### config.mk
export PLATFORM = sky130hd
export DESIGN_NAME = fpu_10_serial_if
export DESIGN_NICKNAME = d
export VERILOG_FILES = /design/src/rtl/fpu10_pkg.sv /design/src/rtl/fpu_10.sv /design/src/rtl/fpu_10_serial_if.sv
export SDC_FILE = /design/constraint.sdc
export NUM_CORES = 1
export LEC_CHECK = 0
export BUFFER_PORTS_ARGS = -buffer_cell sky130_fd_sc_hd__buf_2
export CAP_MARGIN = 20
export CORE_ASPECT_RATIO = 0.7
export CORE_MARGIN = 2
export CORE_UTILIZATION = 60
export CTS_BUF_LIST = sky130_fd_sc_hd__clkbuf_4 sky130_fd_sc_hd__clkbuf_8
export DETAILED_ROUTE_END_ITERATION = 8
export GPL_TIMING_DRIVEN = 0
export HOLD_SLACK_MARGIN = 0.05
export PLACE_DENSITY = 0.77
export SLEW_MARGIN = 25
export SYNTH_ARGS = -nofsm -noshare
export SYNTH_HDL_FRONTEND = slang
export SYNTH_SLANG_ARGS = --single-unit
### constraint.sdc
create_clock -name clock -period 12.6 [get_ports clock]
set_input_delay 1.26 -clock clock [delete_from_list [all_inputs] [get_ports clock]]
set_output_delay 1.26 -clock clock [all_outputs]
set_load 0.02 [all_outputs]
### src/rtl/fpu10_pkg.sv
// rtl/fpu10_pkg.sv - fp10 format constants, opcodes and serial front-end state encoding.
package fpu10_pkg;

    localparam int EXP_W  = 4;
    localparam int MAN_W  = 5;
    localparam int FP_W   = 10;
    localparam int BEAT_W = 5;

    localparam logic [3:0] OP_ADD = 4'b0001;
    localparam logic [3:0] OP_SUB = 4'b0010;
    localparam logic [3:0] OP_MUL = 4'b0100;

    localparam logic [EXP_W-1:0] EXP_BIAS = 4'd7;
    localparam logic [EXP_W-1:0] EXP_MAX  = 4'hF;
    localparam logic [FP_W-1:0]  FP10_NAN = 10'h3FF;

    typedef enum logic [2:0] {
        S_OP,
        S_AHI,
        S_ALO,
        S_BHI,
        S_BLO,
        S_EXEC,
        S_YHI,
        S_YLO
    } if_state_t;

    function automatic logic op_legal(input logic [3:0] op);
        return (op == OP_ADD) || (op == OP_SUB) || (op == OP_MUL);
    endfunction

    // Round-to-nearest-even; a mantissa carry ripples into the exponent and
    // an exponent reaching EXP_MAX lands exactly on infinity.
    function automatic logic [FP_W-1:0] round_pack(
        input logic             s,
        input logic [EXP_W-1:0] e,
        input logic [MAN_W-1:0] m,
        input logic             g,
        input logic             st
    );
        logic inc;
        inc = g & (st | m[0]);
        return {s, {e, m} + {{(EXP_W+MAN_W-1){1'b0}}, inc}};
    endfunction

endpackage

### src/rtl/fpu_10.sv
// rtl/fpu_10.sv - combinational fp10 add/subtract/multiply core; denormals flush to zero.
module fpu_10
    import fpu10_pkg::*;
(
    input  logic [3:0]      sel_i,
    input  logic [FP_W-1:0] a_i,
    input  logic [FP_W-1:0] b_i,
    output logic [FP_W-1:0] y_o
);

    logic             sa, sb, sbe;
    logic [EXP_W-1:0] ea, eb;
    logic [MAN_W-1:0] ma, mb;
    logic             a_nan, b_nan, a_inf, b_inf, a_zero, b_zero;

    assign sa  = a_i[9];
    assign ea  = a_i[8:5];
    assign ma  = a_i[4:0];
    assign sb  = b_i[9];
    assign eb  = b_i[8:5];
    assign mb  = b_i[4:0];
    assign sbe = sb ^ (sel_i == OP_SUB);

    assign a_nan  = (ea == EXP_MAX) && (ma != '0);
    assign b_nan  = (eb == EXP_MAX) && (mb != '0);
    assign a_inf  = (ea == EXP_MAX) && (ma == '0);
    assign b_inf  = (eb == EXP_MAX) && (mb == '0);
    assign a_zero = (ea == '0);
    assign b_zero = (eb == '0);

    // Add path: significands carry three guard bits below the mantissa.
    logic             a_big, rs, found;
    logic [EXP_W-1:0] be, se, d, lz;
    logic [8:0]       bs, ss, al, df;
    logic [9:0]       sum;
    logic [7:0]       nrm;
    logic [FP_W-1:0]  y_add;

    always_comb begin
        a_big = {ea, ma} >= {eb, mb};
        be    = a_big ? ea : eb;
        se    = a_big ? eb : ea;
        bs    = a_big ? {1'b1, ma, 3'b000} : {1'b1, mb, 3'b000};
        ss    = a_big ? {1'b1, mb, 3'b000} : {1'b1, ma, 3'b000};
        rs    = a_big ? sa : sbe;
        d     = be - se;
        al    = ss >> d;
        sum   = {1'b0, bs} + {1'b0, al};
        df    = bs - al;
        lz    = '0;
        found = 1'b0;
        for (int i = 8; i >= 0; i--) begin
            if (!found && df[i]) begin
                lz    = 4'(8 - i);
                found = 1'b1;
            end
        end
        nrm = 8'(df << lz);

        if (a_nan || b_nan || (a_inf && b_inf && (sa != sbe)))
            y_add = FP10_NAN;
        else if (a_inf)
            y_add = {sa, EXP_MAX, 5'd0};
        else if (b_inf)
            y_add = {sbe, EXP_MAX, 5'd0};
        else if (a_zero && b_zero)
            y_add = {sa & sbe, 9'd0};
        else if (a_zero)
            y_add = {sbe, eb, mb};
        else if (b_zero)
            y_add = a_i;
        else if (sa == sbe) begin
            if (sum[9])
                y_add = (be == 4'hE) ? {rs, EXP_MAX, 5'd0}
                                     : round_pack(rs, be + 4'd1, sum[8:4], sum[3], |sum[2:0]);
            else
                y_add = round_pack(rs, be, sum[7:3], sum[2], |sum[1:0]);
        end
        else if (!found || (lz >= be))
            y_add = '0;
        else
            y_add = round_pack(rs, be - lz, nrm[7:3], nrm[2], |nrm[1:0]);
    end

    // Multiply path: 6x6 significand product, exponent kept unbiased-plus-bias.
    logic            sx;
    logic [11:0]     p;
    logic [5:0]      e_res;
    logic [FP_W-1:0] y_mul;

    always_comb begin
        sx    = sa ^ sb;
        p     = {6'd0, 1'b1, ma} * {6'd0, 1'b1, mb};
        e_res = {2'b00, ea} + {2'b00, eb} + {5'd0, p[11]};

        if (a_nan || b_nan || (a_inf && b_zero) || (b_inf && a_zero))
            y_mul = FP10_NAN;
        else if (a_inf || b_inf)
            y_mul = {sx, EXP_MAX, 5'd0};
        else if (a_zero || b_zero || (e_res <= {2'b00, EXP_BIAS}))
            y_mul = {sx, 9'd0};
        else if (e_res >= 6'd22)
            y_mul = {sx, EXP_MAX, 5'd0};
        else if (p[11])
            y_mul = round_pack(sx, 4'(e_res - 6'd7), p[10:6], p[5], |p[4:0]);
        else
            y_mul = round_pack(sx, 4'(e_res - 6'd7), p[9:5], p[4], |p[3:0]);
    end

    always_comb begin
        y_o = FP10_NAN;
        case (sel_i)
            OP_ADD, OP_SUB: y_o = y_add;
            OP_MUL:         y_o = y_mul;
            default:        y_o = FP10_NAN;
        endcase
    end

endmodule

### src/rtl/fpu_10_serial_if.sv
// rtl/fpu_10_serial_if.sv - 5-bit beat serial front end: opcode + two operands in, result out.
module fpu_10_serial_if
    import fpu10_pkg::*;
(
    input  logic              clock,
    input  logic              reset,
    input  logic              in_valid,
    input  logic [BEAT_W-1:0] in_data,
    output logic              in_ready,
    output logic              out_valid,
    output logic [BEAT_W-1:0] out_data,
    input  logic              out_ready,
    output logic              busy
);

    if_state_t         state_q, state_d;
    logic [3:0]        sel_q, sel_d;
    logic [FP_W-1:0]   a_q, a_d, b_q, b_d, y_q, y_d;
    logic [FP_W-1:0]   core_y;
    logic              in_ready_q, out_valid_q, busy_q;
    logic [BEAT_W-1:0] out_data_q;
    logic              in_fire, out_fire;

    fpu_10 u_core (
        .sel_i (sel_q),
        .a_i   (a_q),
        .b_i   (b_q),
        .y_o   (core_y)
    );

    assign in_fire  = in_valid && in_ready_q;
    assign out_fire = out_valid_q && out_ready;

    always_comb begin
        state_d = state_q;
        sel_d   = sel_q;
        a_d     = a_q;
        b_d     = b_q;
        y_d     = y_q;
        case (state_q)
            S_OP:   if (in_fire) begin sel_d = in_data[3:0];   state_d = S_AHI;  end
            S_AHI:  if (in_fire) begin a_d[9:5] = in_data;     state_d = S_ALO;  end
            S_ALO:  if (in_fire) begin a_d[4:0] = in_data;     state_d = S_BHI;  end
            S_BHI:  if (in_fire) begin b_d[9:5] = in_data;     state_d = S_BLO;  end
            S_BLO:  if (in_fire) begin b_d[4:0] = in_data;     state_d = S_EXEC; end
            S_EXEC: begin
                y_d     = op_legal(sel_q) ? core_y : FP10_NAN;
                state_d = S_YHI;
            end
            S_YHI:  if (out_fire) state_d = S_YLO;
            S_YLO:  if (out_fire) state_d = S_OP;
            default: state_d = S_OP;
        endcase
    end

    // Handshake outputs are registered from the next state so neither stream
    // sees a combinational path from the other.
    always_ff @(posedge clock) begin
        if (reset) begin
            state_q     <= S_OP;
            sel_q       <= '0;
            a_q         <= '0;
            b_q         <= '0;
            y_q         <= '0;
            in_ready_q  <= 1'b1;
            out_valid_q <= 1'b0;
            out_data_q  <= '0;
            busy_q      <= 1'b0;
        end else begin
            state_q     <= state_d;
            sel_q       <= sel_d;
            a_q         <= a_d;
            b_q         <= b_d;
            y_q         <= y_d;
            in_ready_q  <= state_d inside {S_OP, S_AHI, S_ALO, S_BHI, S_BLO};
            out_valid_q <= (state_d == S_YHI) || (state_d == S_YLO);
            out_data_q  <= (state_d == S_YHI) ? y_d[9:5] :
                           (state_d == S_YLO) ? y_d[4:0] : '0;
            busy_q      <= (state_d != S_OP);
        end
    end

    assign in_ready  = in_ready_q;
    assign out_valid = out_valid_q;
    assign out_data  = out_data_q;
    assign busy      = busy_q;

endmodule

==> flow_summary.json <==
{
  "status": "completed",
  "hold_ws_ps": 497.3,
  "cpPeakStageDelay_ps": 670,
  "syn_to_final_growth_pct": 5.265,
  "critPathMostFrequentCell": "ha_1",
  "cts_tree": "done",
  "final_cell_mix": "nor2_1 (121), nand2_1 (99), inv_1 (68), a21oi_1 (63), ha_1 (63)",
  "grt_pass1_vias": 6696,
  "cp-end-kind": "flop",
  "tightest_slew_ps": 807.9,
  "port_buffers": 16,
  "overflow": 0,
  "rows": 33,
  "wl_mm": 20.76,
  "clkTransAtPathRegs_ps": 90,
  "hold_buffers": 0,
  "rsz0062_at_grt": "no",
  "async_flop_share_pct": 0,
  "finalSetupViolCount": 0,
  "clk_latency_ps": 300,
  "die_height_um": 94.90,
  "leakage_uw": 0.003056,
  "synthesis.nets": 1066,
  "post_cts_resized": 0,
  "cts.path.max_buffers": 2,
  "drv_cap": 0,
  "ir_drop_mv": 0.08923,
  "timing_hold_violations_final": 0,
  "max_slew_margin_pct": 45.89,
  "core_area_sq_mm": 0.01160,
  "initialDrtViolationCount": 921,
  "synth_area_sq_mm": 0.007082,
  "ys_warn_count": 0,
  "ys_seq_area_share_pct": 12.72,
  "crit_slowest_cell": "or4b_2",
  "wl_per_cell_um": 17.97,
  "vias": 7476,
  "fmax_mhz": 101.6,
  "drt.antenna.violating_nets": 0,
  "slew_violations": 0,
  "clockRootBuffer": "clkbuf_8",
  "syn_area_per_cell_sq_um": 7.271,
  "final_common_cell": "nor2_1",
  "crit_required_ps": 12800,
  "min_period_ps": 9844,
  "finalCritPeriodShare_pct": 78.13,
  "cts.htree.levels": 2,
  "synth_flop_cell": "dfxtp_1",
  "total_power_uw": 839.4,
  "firstDrtPassIters": 8,
  "track_usage_pct": 33.41,
  "ys_ff_latch": 45,
  "vias_per_cell": 6.473,
  "clock_sinks": 45,
  "ioPinCount": 17,
  "path_max_fanout": 10,
  "power_density_mw_per_mm2": 112.6,
  "layout.nets": 1089,
  "hpwlAfterDp_mm": 16.30,
  "netlist_instances": 974,
  "gp_congestion": 0.9540,
  "grt_pass1_wl_mm": 34.30,
  "cts_inserted_buffers": 5,
  "grt_max_degree": 14,
  "startpoint_type": "flop",
  "grt_antenna_before_repair": 0,
  "critPathArrivalTime_ps": 10040,
  "setup_tns_ps": 0,
  "die_area_sq_mm": 0.01270,
  "die_w_um": 133.9,
  "critical_path_class": "flop to flop",
  "post-route-drc-count": 0,
  "finClkSkew_ps": 5.723,
  "postCtsSetupBuffers": 0,
  "final_layout_size_suffix_gt1_share_pct": 7.415,
  "synth_edf_count": 0,
  "synth_cell_types": 95,
  "hp-class": "flop to flop",
  "start_util_pct": 61.04,
  "insertedDiodeCount": 0
}
-- cell families after synthesis --
family / after synthesis / share of synthesized area (%)
AND/OR/NAND/NOR: 384 / 26.11
AO/OA/AOI/OAI: 278 / 28.43
buffers and inverters: 115 / 6.484
adder cells (fa/ha/maj): 83 / 16.78
flip-flops: 45 / 12.72
XOR/XNOR: 39 / 4.823
multiplexers: 30 / 4.647
-- worst max-delay path, delay by kind of cell (launching register included) --
kind / cells / cell delay (ps)
DFF: 1 / 620
buffers and inverters: 5 / 1220
muxes: 1 / 320
AOI/OAI and AO/OA: 15 / 3660
and+or+nand+nor: 13 / 2640
adders and majority gates: 4 / 1280
-- final cells by class --
| type | instances | area, sq um |
|---|---|---|
| Buffer | 44 | 192.7 |
| Clock buffer | 7 | 83.83 |
| Clock inverter | 1 | 7.507 |
| Fill cell | 1044 | 4148 |
| Inverter | 71 | 266.5 |
| Multi-Input combinational cell | 814 | 5727 |
| Sequential cell | 45 | 900.9 |
| Tap cell | 157 | 196.4 |
| Timing Repair Buffer | 16 | 80.08 |
-- cell usage after synthesis (12+ instances only) --
master | count | area share (%)
nand2b_1 | 14 | 1.2
dfxtp_1 | 45 | 13
ha_1 | 63 | 11
nand3_1 | 35 | 2.5
and2_1 | 17 | 1.5
a21oi_1 | 63 | 4.5
clkbuf_1 | 36 | 1.9
nor2_1 | 121 | 6.4
inv_1 | 68 | 3.6
a31oi_1 | 12 | 1.1
nand2_1 | 99 | 5.2
nor3_1 | 22 | 1.6
mux2i_1 | 25 | 3.5
xor2_1 | 12 | 1.5
xnor2_1 | 27 | 3.3
o21ai_0 | 52 | 3.7
fa_1 | 20 | 5.7
-- report_power, final --
part	total (uW)	switching, uW	internal [uW]
combinational	595	368	227
sequential	151	5.52	145
clock	93.3	49.6	43.6
-- state kept, by name, summed over array words and instances, names as in the netlist --
name	cells
a_q	10
b_q	10
y_q	10
out_data	5
sel_q	4
state_q	3
busy	1
in_ready	1
out_valid	1
-- final timing paths --
kind	from	to	slack (ps)	cells after the start
setup reg to reg	b_q[6]$_SDFFE_PP0P_	out_data[3]$_SDFF_PP0_	2760	38
hold / removal	y_q[5]$_SDFF_PP0_	y_q[5]$_SDFF_PP0_	500	2
setup / recovery	b_q[6]$_SDFFE_PP0P_	out_data[3]$_SDFF_PP0_	2760	38
hold reg to reg	y_q[5]$_SDFF_PP0_	y_q[5]$_SDFF_PP0_	500	2
-- routing by layer --
layer | track usage, % | wire [um]
met4 | 5.851 | 252
met1 | 51.19 | 9949
met3 | 6.119 | 2061
met5 | 0 | 0
met2 | 48.76 | 8494
-- through the flow --
stage / area (sq um) / utilization (%) / instances / setup slack [ps]
floorplan: 7082 / - / 974 / 4325
global placement: 7358 / 63.42 / 1147 / 3004
detailed placement: 7358 / 63.42 / 1147 / 3016
CTS: 7450 / 64.21 / 1155 / 2990
global route: 7455 / 64.25 / 1155 / 2092
finish: 7455 / 64.25 / 1155 / 2756
Power figures use the tool's default switching activity.
